==> src/rtl/mod_counter_pkg.sv <==
// rtl/mod_counter_pkg.sv - shared constants, direction enum and width helper for mod_counter
package mod_counter_pkg;

   localparam int DEF_WIDTH    = 4;
   localparam int DEF_MODULUS  = 16;
   localparam int DEF_PRESCALE = 1;

   typedef enum logic {
      DIR_DOWN = 1'b0,
      DIR_UP   = 1'b1
   } dir_e;

   // ceil(log2(value)) but never below 1, so a 1-state prescaler still gets a real register
   function automatic int clog2_min1(input int value);
      for (int w = 1; w < 32; w++) begin
         if ((1 << w) >= value) return w;
      end
      return 32;
   endfunction

endpackage

==> src/rtl/mod_counter_prescaler.sv <==
// rtl/mod_counter_prescaler.sv - enable divider producing one tick every PRESCALE enabled cycles
module mod_counter_prescaler
   import mod_counter_pkg::*;
#(
   parameter int PRESCALE = DEF_PRESCALE
) (
   input  logic clk,
   input  logic aclr_n,
   input  logic en,
   input  logic clr,
   output logic tick
);

   localparam int            PW   = clog2_min1(PRESCALE);
   localparam logic [PW-1:0] LAST = PW'(PRESCALE - 1);

   logic [PW-1:0] pcnt_q;
   logic [PW-1:0] pcnt_d;

   assign tick = en && !clr && (pcnt_q == LAST);

   always_comb begin
      pcnt_d = pcnt_q;
      if (clr) begin
         pcnt_d = '0;
      end else if (en) begin
         pcnt_d = (pcnt_q == LAST) ? '0 : pcnt_q + PW'(1);
      end
   end

   always_ff @(posedge clk) begin
      if (!aclr_n) begin
         pcnt_q <= '0;
      end else begin
         pcnt_q <= pcnt_d;
      end
   end

endmodule

==> src/rtl/mod_counter.sv <==
// rtl/mod_counter.sv - up/down modulo counter with prescaler, load and wrap pulse
// MOD_COUNTER_SAT_EN selects saturating limits instead of modulo wrap.
module mod_counter
   import mod_counter_pkg::*;
#(
   parameter int WIDTH    = DEF_WIDTH,
   parameter int MODULUS  = DEF_MODULUS,
   parameter int PRESCALE = DEF_PRESCALE
) (
   input  logic             clk,
   input  logic             aclr_n,
   input  logic             en,
   input  logic             up_dn,
   input  logic             load,
   input  logic [WIDTH-1:0] load_val,
   output logic [WIDTH-1:0] count_out,
   output logic             wrap
);

   localparam int               XW    = WIDTH + 1;
   localparam logic [WIDTH:0]   TOP   = XW'(MODULUS - 1);
   localparam logic [WIDTH-1:0] TOP_W = TOP[WIDTH-1:0];

   logic [WIDTH-1:0] count_q;
   logic [WIDTH-1:0] count_d;
   logic             wrap_q;
   logic             wrap_d;
   logic             tick;
   logic [WIDTH:0]   cur_x;
   logic [WIDTH:0]   load_x;
   dir_e             dir;

   mod_counter_prescaler #(
      .PRESCALE (PRESCALE)
   ) u_prescaler (
      .clk    (clk),
      .aclr_n (aclr_n),
      .en     (en),
      .clr    (load),
      .tick   (tick)
   );

   assign dir = dir_e'(up_dn);

   // Compares run one bit wider so MODULUS == 2**WIDTH cannot alias to zero
   always_comb begin
      cur_x   = {1'b0, count_q};
      load_x  = {1'b0, load_val};
      count_d = count_q;
      wrap_d  = 1'b0;
      if (load) begin
         count_d = (load_x > TOP) ? TOP_W : load_val;
      end else if (tick) begin
         if (dir == DIR_UP) begin
            if (cur_x == TOP) begin
`ifdef MOD_COUNTER_SAT_EN
               count_d = count_q;
`else
               count_d = '0;
               wrap_d  = 1'b1;
`endif
            end else begin
               count_d = count_q + WIDTH'(1);
`ifdef MOD_COUNTER_SAT_EN
               wrap_d  = (cur_x == TOP - XW'(1));
`endif
            end
         end else begin
            if (cur_x == '0) begin
`ifdef MOD_COUNTER_SAT_EN
               count_d = count_q;
`else
               count_d = TOP_W;
               wrap_d  = 1'b1;
`endif
            end else begin
               count_d = count_q - WIDTH'(1);
`ifdef MOD_COUNTER_SAT_EN
               wrap_d  = (cur_x == XW'(1));
`endif
            end
         end
      end
   end

   always_ff @(posedge clk) begin
      if (!aclr_n) begin
         count_q <= '0;
         wrap_q  <= 1'b0;
      end else begin
         count_q <= count_d;
         wrap_q  <= wrap_d;
      end
   end

   assign count_out = count_q;
   assign wrap      = wrap_q;

endmodule

==> config.mk <==
export PLATFORM = sky130hd
export DESIGN_NAME = mod_counter
export DESIGN_NICKNAME = d
export VERILOG_FILES = /design/src/rtl/mod_counter_pkg.sv /design/src/rtl/mod_counter_prescaler.sv /design/src/rtl/mod_counter.sv
export SDC_FILE = /design/constraint.sdc
export NUM_CORES = 1
export LEC_CHECK = 0
export ABC_AREA = 1
export CAP_MARGIN = 10
export CORE_AREA = 2 2 39 41
export DETAILED_ROUTE_END_ITERATION = 8
export DIE_AREA = 0 0 41 43
export PLACE_DENSITY = 0.61
export SLEW_MARGIN = 10
export SYNTH_ARGS = -nofsm -noshare
export SYNTH_HDL_FRONTEND = slang
export SYNTH_SLANG_ARGS = --single-unit
export TNS_END_PERCENT = 5
==> constraint.sdc <==
create_clock -name clk -period 2.24 [get_ports clk]
set_clock_uncertainty 0.2 [all_clocks]
set_input_delay 0.448 -clock clk [delete_from_list [all_inputs] [get_ports clk]]
set_output_delay 0.448 -clock clk [all_outputs]
set_load 0.05 [all_outputs]
==> results of run 1 <==
[through the flow]
step	total power, mW	setup slack, ns	area, µm²	hold WS, ns
6_report	0.307	0.0695	526	0.368
5_1_grt	0.328	0.0140	526	0.428
3_5_place_dp	0.203	0.322	499	0.364
4_1_cts	0.312	0.0646	526	0.371
2_1_floorplan	0.168	0.438	365	0.401
3_3_place_gp	0.201	0.347	499	0.357
[flip-flops by register name (all words and copies together) (netlist names)]
signal / flops
wrap: 1
count_out: 4
[kinds of logic (layout without fill, tap and decap cells)]
kind of cell / after synthesis / after routing
simple gates: 25 / 25
compound gates: 10 / 10
buf+inv: 9 / 25
flops: 5 / 5
fa+ha+maj: 2 / 2
xor+xnor: 2 / 2
[cell usage in the layout, fill, tap and decap left out, types with 2 or more instances in the layout]
master,instances
sky130_fd_sc_hd__nand3_1,7
sky130_fd_sc_hd__nand2_1,11
sky130_fd_sc_hd__nor2_1,2
sky130_fd_sc_hd__clkdlybuf4s50_1,11
sky130_fd_sc_hd__inv_1,7
sky130_fd_sc_hd__a21oi_2,2
sky130_fd_sc_hd__dfxtp_1,5
sky130_fd_sc_hd__a21oi_1,2
sky130_fd_sc_hd__nand4_1,3
sky130_fd_sc_hd__ha_1,2
sky130_fd_sc_hd__buf_4,2
sky130_fd_sc_hd__clkbuf_4,3
sky130_fd_sc_hd__a22oi_1,3
[worst min-delay path by stage]
| stage | from | endpoint | slack, ns |
|---|---|---|---|
| 2_1_floorplan | aclr_n | wrap | 0.40 |
| 3_3_place_gp | count_out[1] | count_out[1] | 0.36 |
| 3_5_place_dp | count_out[1] | count_out[1] | 0.36 |
| 4_1_cts | count_out[1] | count_out[1] | 0.37 |
| 5_1_grt | count_out[1] | count_out[1] | 0.43 |
| 6_report | count_out[1] | count_out[1] | 0.37 |
[layer usage]
layer | vias to the layer above | part of all wire | global-route usage
li1 | 210 | - | -
met1 | 188 | 0.47 | 0.167
met2 | 9 | 0.48 | 0.172
met3 | 0 | 0.052 | 0.0628
met4 | 0 | 0 | 0.0400
met5 | - | 0 | 0
[where the power goes]
part	leakage, nW	switching [mW]	total [mW]	internal (mW)
Clock	0.0150	0.0389	0.106	0.0675
Combinational	0.177	0.0533	0.0940	0.0407
Sequential	0.0412	0.0110	0.106	0.0952
[layout make-up]
cell class              count  share of cell area
multi-input cells          39               0.426
repair buffers             13               0.238
flip-flops and latches      5               0.190
inverters                   8              0.0571
clock buffers               4              0.0500
well taps                  16              0.0381
==> reports/summary.json, run 1 <==
{
  "outcome": {
    "result_of_the_run": "complete, no violations"
  },
  "drt": {
    "dr_total_vias": 407,
    "dr.first_iter.drc_count": 8,
    "via_per_inst": 4.79,
    "ant_nets": 0,
    "route.detailed.wl_per_inst_um": 10.4,
    "detailedRoute.firstPassIterationCount": 4,
    "route.final.wire_length_um": 883,
    "remaining_drc_errors": 0
  },
  "logic_synthesis": {
    "simple_gate_portion_of_the_synthesized_area": 0.315,
    "synth_compound_area_frac": 0.182,
    "yosys-mux-area-fraction": 0,
    "mappedNetlistNets": 64,
    "post_synthesis_mean_instance_area_um2": 6.89,
    "synth_most_common_cell": "sky130_fd_sc_hd__nand2_1",
    "syn_area_um2": 365,
    "synth_warnings": 0,
    "synth-seq-area-share": 0.274,
    "synth-seq-cells": 5,
    "synth_largest_type_area_fraction": 0.274,
    "syn-instance-count": 53,
    "synth_top_cells_by_count": "11 x sky130_fd_sc_hd__nand2_1, 7 x sky130_fd_sc_hd__inv_1, 7 x sky130_fd_sc_hd__nand3_1, 5 x sky130_fd_sc_hd__dfxtp_1",
    "yosysUniqueCellTypes": 19,
    "synth_xor_xnor_area_share": 0.0479,
    "edff_count_synth": 0,
    "yosys_top_cell_by_area": "sky130_fd_sc_hd__dfxtp_1",
    "main_combinational_cell_family_by_area_after_synthesis": "simple AND/OR/NAND/NOR gates",
    "largest_cells_by_area_after_synthesis": "sky130_fd_sc_hd__dfxtp_1 27%, sky130_fd_sc_hd__nand2_1 11%, sky130_fd_sc_hd__nand3_1 9.6%",
    "synth_fa_ha_area_frac": 0.0685,
    "postSynth.topFlopCell": "sky130_fd_sc_hd__dfxtp_1",
    "share_of_flip_flops_with_an_asynchronous_set_or_reset_after_synthesis": 0
  },
  "clock_tree": {
    "cts_setup_buffers": 0,
    "clock_tree_from_tritoncts": "done",
    "postCtsResizedCells": 0,
    "clock_sink_count": 5,
    "clkLatencyLatePin_ns": 0.25,
    "clock_tree.buffer_depth": 2,
    "cts_made_buffers": 3,
    "clkTransAtPathRegs_ns": 0.05,
    "cts_hold_buffers": 0,
    "root_buffer": "sky130_fd_sc_hd__clkbuf_4",
    "clock_tree.htree_level_count": 1
  },
  "timing": {
    "slew_viol_final": 0,
    "max_freq_ghz": 0.461,
    "max_slew.worst_pin.slew_ns": 0.493,
    "share_of_the_cycle_needed_by_the_critical_path_after_routing": 0.969,
    "report.final.setup_viol": 0,
    "slew_headroom": 0.670,
    "setup_tns_ns": 0,
    "finalHoldViolations": 0,
    "final_period_minus_worst_setup_slack_ns": 2.17,
    "rsz0062_at_grt": "no"
  },
  "cells_and_area": {
    "inserted_diodes": 0,
    "layoutNonFillerInstCount": 85,
    "finish.net_count": 81,
    "layout-area-overhead-vs-synth_pct": 43.8,
    "seqCellArea_um2": 100,
    "total_area_of_multi_input_combinational_cells_um2": 224,
    "final.fill_count": 164,
    "final_core_utilization": 0.380,
    "drive_gt1_frac": 0.130
  },
  "setup_path": {
    "worst_r2r_endpoint": "count_out[3]",
    "worst_setup_path_end_kind": "output port",
    "worst-endpoint-arrival_ns": 1.52,
    "critical_path.max_fanout": 7,
    "r2r_setup_slk_ns": 0.70,
    "worst-r2r-cell-count": 8,
    "regToRegStartpoint": "count_out[0]",
    "worst_path_buffer_plus_inverter_count": 1,
    "startpoint": "count_out[0]",
    "timing.critical_path.cells": "clkdlybuf4s50_1",
    "crit_type": "reg -> out",
    "critical_path_required_ns": 1.59,
    "cpLargestDelayFamily": "buffers and inverters",
    "critical_path.max_stage_delay_ns": 0.84,
    "worstSetupStartpointType": "register",
    "cp-endpoint": "count_out[0]",
    "timing.critical_path.slowest_stage_cell": "sky130_fd_sc_hd__clkdlybuf4s50_1",
    "crit_cells": 1
  },
  "global_route": {
    "grt_pass1_vias": 360,
    "grt_first_pass_wirelength_mm": 1.46,
    "maximum_number_of_pins_on_one_net_before_global_route_repair": 9,
    "grt.total_usage": 0.125,
    "grt-ovfl-total": 0,
    "antenna_found_initial": 0
  },
  "min_path": {
    "hold_path_class": "reg -> reg",
    "timing.hold.worst_path_depth": 2
  },
  "place": {
    "placedCellCount": 81,
    "buffer_ports.inserted": 13,
    "place_hpwl_um": 729,
    "gpl.final_weighted_congestion": 0.690
  },
  "floorplan": {
    "die_x_um": 41,
    "floorplan.initialDensity": 0.264,
    "core_area_um2": 1380,
    "num_rows": 14,
    "die-area_um2": 1760,
    "num_io_pins": 14,
    "chipHeight_um": 43
  },
  "power_and_ir_drop": {
    "ir_worst_vdd_mv": 0.272,
    "power_per_cell_area_nw_per_um2": 583,
    "power.static_leakage_nw": 0.233
  },
  "job": {
    "max-cap-violations": 0
  }
}
Note: power is estimated with default switching activity, not from simulation.
==> run 2, diff against run 1 <==
HOLD_SLACK_MARGIN = 0.03   (was default)
MAX_ROUTING_LAYER = met4   (was default)
clock period = 2 ns   (was 2.24 ns; I/O delays follow)
==> reports/summary.json, run 2 (same netlist as run 1, synthesis figures left out) <==
{
  "floorplan": {
    "die_x_um": 41,
    "num_io_pins": 14,
    "floorplan.initialDensity": 0.264,
    "num_rows": 14,
    "core_area_um2": 1380,
    "chipHeight_um": 43,
    "die-area_um2": 1760
  },
  "drt": {
    "remaining_drc_errors": 0,
    "dr_total_vias": 393,
    "ant_nets": 0,
    "detailedRoute.firstPassIterationCount": 4,
    "dr.first_iter.drc_count": 7,
    "via_per_inst": 4.62,
    "route.detailed.wl_per_inst_um": 9.88,
    "route.final.wire_length_um": 840
  },
  "cells_and_area": {
    "final.fill_count": 143,
    "layout-area-overhead-vs-synth_pct": 48.6,
    "commonest_non_fill_non_tap_cells_in_the_layout": "11 x sky130_fd_sc_hd__nand2_1, 8 x sky130_fd_sc_hd__clkdlybuf4s50_1, 7 x sky130_fd_sc_hd__inv_1, 7 x sky130_fd_sc_hd__nand3_1, 5 x sky130_fd_sc_hd__dfxtp_1",
    "largest_register_ff_count": 4,
    "inserted_diodes": 0,
    "drive_gt1_frac": 0.174,
    "final_common_cell": "sky130_fd_sc_hd__nand2_1",
    "finish.net_count": 81
  },
  "timing": {
    "rsz0062_at_grt": "no",
    "slew_viol_final": 0,
    "whs_ns": 0.377,
    "setup_tns_ns": 0,
    "max_freq_ghz": 0.631,
    "slew_headroom": 0.752,
    "report.final.setup_viol": 0,
    "final_period_minus_worst_setup_slack_ns": 1.59,
    "finalHoldViolations": 0,
    "share_of_the_cycle_needed_by_the_critical_path_after_routing": 0.793,
    "max_slew.worst_pin.slew_ns": 0.371
  },
  "clock_tree": {
    "cts_hold_buffers": 0,
    "clock_sink_count": 5,
    "postCtsResizedCells": 0,
    "clock_tree.htree_level_count": 1,
    "clock_tree.buffer_depth": 2,
    "cts_made_buffers": 3,
    "cts_setup_buffers": 0,
    "clkTransAtPathRegs_ns": 0.04,
    "clock_tree_from_tritoncts": "done",
    "clkLatencyLatePin_ns": 0.24,
    "root_buffer": "sky130_fd_sc_hd__clkbuf_4"
  },
  "power_and_ir_drop": {
    "switching_share": 0.331,
    "combPwrFrac": 0.315,
    "sequentialPowerShare": 0.347,
    "power.static_leakage_nw": 0.245,
    "power.internal_uw": 233,
    "ir_worst_vdd_mv": 0.201,
    "power_per_cell_area_nw_per_um2": 642,
    "net-switching-power_uw": 116,
    "power_frac_clock": 0.338
  },
  "setup_path": {
    "worst-endpoint-arrival_ns": 1.52,
    "critical_path_required_ns": 1.93,
    "critical_path.max_fanout": 7,
    "worst_setup_path_end_kind": "register",
    "worstSetupStartpointType": "register",
    "crit_type": "reg -> reg"
  },
  "place": {
    "buffer_ports.inserted": 13,
    "place_hpwl_um": 690,
    "gpl.final_weighted_congestion": 0.763
  },
  "global_route": {
    "grt-ovfl-total": 0,
    "antenna_found_initial": 0,
    "grt.total_usage": 0.118,
    "maximum_number_of_pins_on_one_net_before_global_route_repair": 9,
    "grt_pass1_vias": 376,
    "grt_first_pass_wirelength_mm": 1.39
  },
  "job": {
    "max-cap-violations": 0
  },
  "min_path": {
    "hold_path_class": "reg -> reg"
  },
  "outcome": {
    "result_of_the_run": "complete, no violations"
  }
}
==> run 2: routing by layer <==
metal,global-route usage,routed length (µm),part of all wire
met1,0.137,395,0.47
met5,-,0,0
met3,0.0628,32,0.038
met2,0.172,411,0.49
met4,0.0333,0,0
==> run 2: area by class of cell <==
| class | count | area (µm²) | area share |
|---|---|---|---|
| Clock buffer | 4 | 26.3 | 0.0484 |
| Sequential cell | 5 | 100 | 0.184 |
| Multi-Input combinational cell | 39 | 224 | 0.412 |
| Timing Repair Buffer | 13 | 143 | 0.263 |
| Tap cell | 16 | 20.0 | 0.0369 |
| Inverter | 8 | 30.0 | 0.0553 |
==> run 2: worst max-delay path, cell delays in order (launching register included) <==
cell and delay, ns:
sky130_fd_sc_hd__dfxtp_1 0.45, sky130_fd_sc_hd__inv_1 0.12, sky130_fd_sc_hd__ha_1 0.24, sky130_fd_sc_hd__a21oi_1 0.15
sky130_fd_sc_hd__nand2_1 0.07, sky130_fd_sc_hd__nand3_1 0.08, sky130_fd_sc_hd__nand2_1 0.06, sky130_fd_sc_hd__nand2_1 0.06
sky130_fd_sc_hd__a21oi_2 0.05
==> run 2: stage by stage <==
step	instances	util	cell area [µm²]	total power [mW]	worst slack (ns)
floorplan	53	-	365	0.188	0.198
global placement	81	0.373	517	0.232	0.192
detailed placement	81	0.373	517	0.233	0.192
CTS	85	0.392	543	0.354	0.422
global route	85	0.392	543	0.375	0.287
finish	85	0.392	543	0.349	0.414
==> run 2: power groups by stage <==
stage	Combinational, mW	Sequential, mW	Clock (mW)
2_1_floorplan	0.0496	0.139	0
5_1_grt	0.120	0.123	0.132
4_1_cts	0.110	0.121	0.123
3_5_place_dp	0.110	0.123	0
6_report	0.110	0.121	0.118
3_3_place_gp	0.110	0.123	0
==> run 2: worst paths after layout <==
kind	from	endpoint	slack, ns	cells after the start
setup / recovery	count_out[0]	count_out[3]	0.41	8
hold / removal	count_out[1]	count_out[1]	0.38	2
setup reg to reg	count_out[0]	count_out[3]	0.41	8
hold reg to reg	count_out[1]	count_out[1]	0.38	2
==> run 3, diff against run 2 <==
PLACE_DENSITY = 0.63   (was 0.61)
clock period = 1.4 ns   (was 2 ns; I/O delays follow)
==> reports/summary.json, run 3 (same netlist as run 1, synthesis figures left out) <==
{
  "timing": {
    "max_slew.worst_pin.slew_ns": 0.236,
    "finalHoldViolations": 0,
    "share_of_the_cycle_needed_by_the_critical_path_after_routing": 0.985,
    "report.final.setup_viol": 0,
    "setup_tns_ns": 0,
    "max_freq_ghz": 0.725,
    "slew_viol_final": 0,
    "whs_ns": 0.338,
    "rsz0062_at_grt": "yes",
    "final_period_minus_worst_setup_slack_ns": 1.38,
    "slew_headroom": 0.842
  },
  "place": {
    "post_place_instance_area_um2": 607,
    "gpl.final_weighted_congestion": 0.875,
    "place_hpwl_um": 722,
    "buffer_ports.inserted": 13
  },
  "setup_path": {
    "timing.critical_path.slowest_stage_cell": "sky130_fd_sc_hd__dfxtp_4",
    "worst-endpoint-arrival_ns": 0.90,
    "critical_path_required_ns": 0.92,
    "critical_path.max_stage_delay_ns": 0.35,
    "worst_path_buffer_plus_inverter_count": 2,
    "critical_path.max_fanout": 4,
    "crit_type": "reg -> out",
    "worst_setup_path_end_kind": "output port",
    "timing.critical_path.cells": "buf_4 > buf_12",
    "cpLargestDelayFamily": "flip-flops",
    "worstSetupStartpointType": "register"
  },
  "drt": {
    "route.final.wire_length_um": 943,
    "via_per_inst": 4.79,
    "route.detailed.wl_per_inst_um": 10.5,
    "dr.first_iter.drc_count": 6,
    "detailedRoute.firstPassIterationCount": 4,
    "ant_nets": 0,
    "remaining_drc_errors": 0,
    "dr_total_vias": 431
  },
  "global_route": {
    "grt.total_usage": 0.130,
    "grt_pass1_vias": 365,
    "grt_first_pass_wirelength_mm": 1.45,
    "maximum_number_of_pins_on_one_net_before_global_route_repair": 9,
    "antenna_found_initial": 0,
    "grt-ovfl-total": 0
  },
  "cells_and_area": {
    "layout-area-overhead-vs-synth_pct": 78.4,
    "final_common_cell": "sky130_fd_sc_hd__nand2_1",
    "final_design_area_no_fill_um2": 652,
    "inserted_diodes": 0,
    "final.fill_count": 141,
    "final_core_utilization": 0.471,
    "finish.net_count": 86,
    "drive_gt1_frac": 0.365,
    "largest_register_ff_count": 4,
    "commonest_non_fill_non_tap_cells_in_the_layout": "10 x sky130_fd_sc_hd__nand2_1, 7 x sky130_fd_sc_hd__nand3_1, 7 x sky130_fd_sc_hd__clkdlybuf4s50_1"
  },
  "min_path": {
    "hold_path_class": "in -> reg"
  },
  "power_and_ir_drop": {
    "power.static_leakage_nw": 0.290,
    "ir_worst_vdd_mv": 0.458,
    "power.total_uw": 548,
    "power_per_cell_area_nw_per_um2": 841
  },
  "job": {
    "max-cap-violations": 0
  },
  "floorplan": {
    "num_rows": 14,
    "die_x_um": 41,
    "core_area_um2": 1380,
    "die-area_um2": 1760,
    "chipHeight_um": 43,
    "num_io_pins": 14,
    "floorplan.initialDensity": 0.264
  },
  "clock_tree": {
    "clkTransAtPathRegs_ns": 0.05,
    "clkLatencyLatePin_ns": 0.25,
    "clock_tree.buffer_depth": 2,
    "cts_hold_buffers": 0,
    "clock_tree.htree_level_count": 1,
    "root_buffer": "sky130_fd_sc_hd__clkbuf_4",
    "clock_tree_from_tritoncts": "done",
    "clock_sink_count": 5,
    "cts_made_buffers": 3
  },
  "outcome": {
    "result_of_the_run": "complete, no violations"
  }
}
run 3: through the flow:
step,instances,setup WS [ns]
after floorplan,53,0.00705
after global placement,85,-0.208
after detailed placement,85,-0.225
after CTS,89,0.0185
after global routing,90,-0.000192
final,90,0.0213
run 3: layout make-up:
class / count / area, µm² / area share
Multi-Input combinational cell: 39 / 245 / 0.376
Timing Repair Buffer: 18 / 220 / 0.338
Sequential cell: 5 / 110 / 0.169
Inverter: 8 / 30.0 / 0.0461
Clock buffer: 4 / 26.3 / 0.0403
Tap cell: 16 / 20.0 / 0.0307
run 3: metal layers:
| layer | global-route usage | part of all wire |
|---|---|---|
| met3 | 0.0628 | 0.043 |
| met1 | 0.132 | 0.39 |
| met4 | 0.0600 | 0.015 |
| met2 | 0.200 | 0.55 |
| met5 | - | 0 |
run 3: final timing paths:
kind,startpoint,end,slack (ns),cells after the start
setup reg to reg,count_out[0],count_out[1],0.08,5
setup / recovery,count_out[0],count_out[0],0.02,2
hold / removal,up_dn,count_out[0],0.34,4
hold reg to reg,count_out[1],count_out[1],0.35,2
run 3: power breakdown:
part / switching (mW) / internal (mW) / total [mW]
clock network: 0.0673 / 0.108 / 0.176
logic: 0.0954 / 0.103 / 0.199
registers: 0.0209 / 0.153 / 0.174
run 3: worst reg2reg max path: stages (launching register included):
cell and delay (ns):
sky130_fd_sc_hd__dfxtp_4 0.36, sky130_fd_sc_hd__inv_2 0.06, sky130_fd_sc_hd__ha_4 0.23, sky130_fd_sc_hd__xnor2_1 0.19, sky130_fd_sc_hd__nand2_1 0.07, sky130_fd_sc_hd__a31oi_1 0.13
run 3: timing repair:
item,4_1_cts,5_1_grt
buffers inserted,0,1
setup endpoints to repair,0,3
resized for setup,0,4
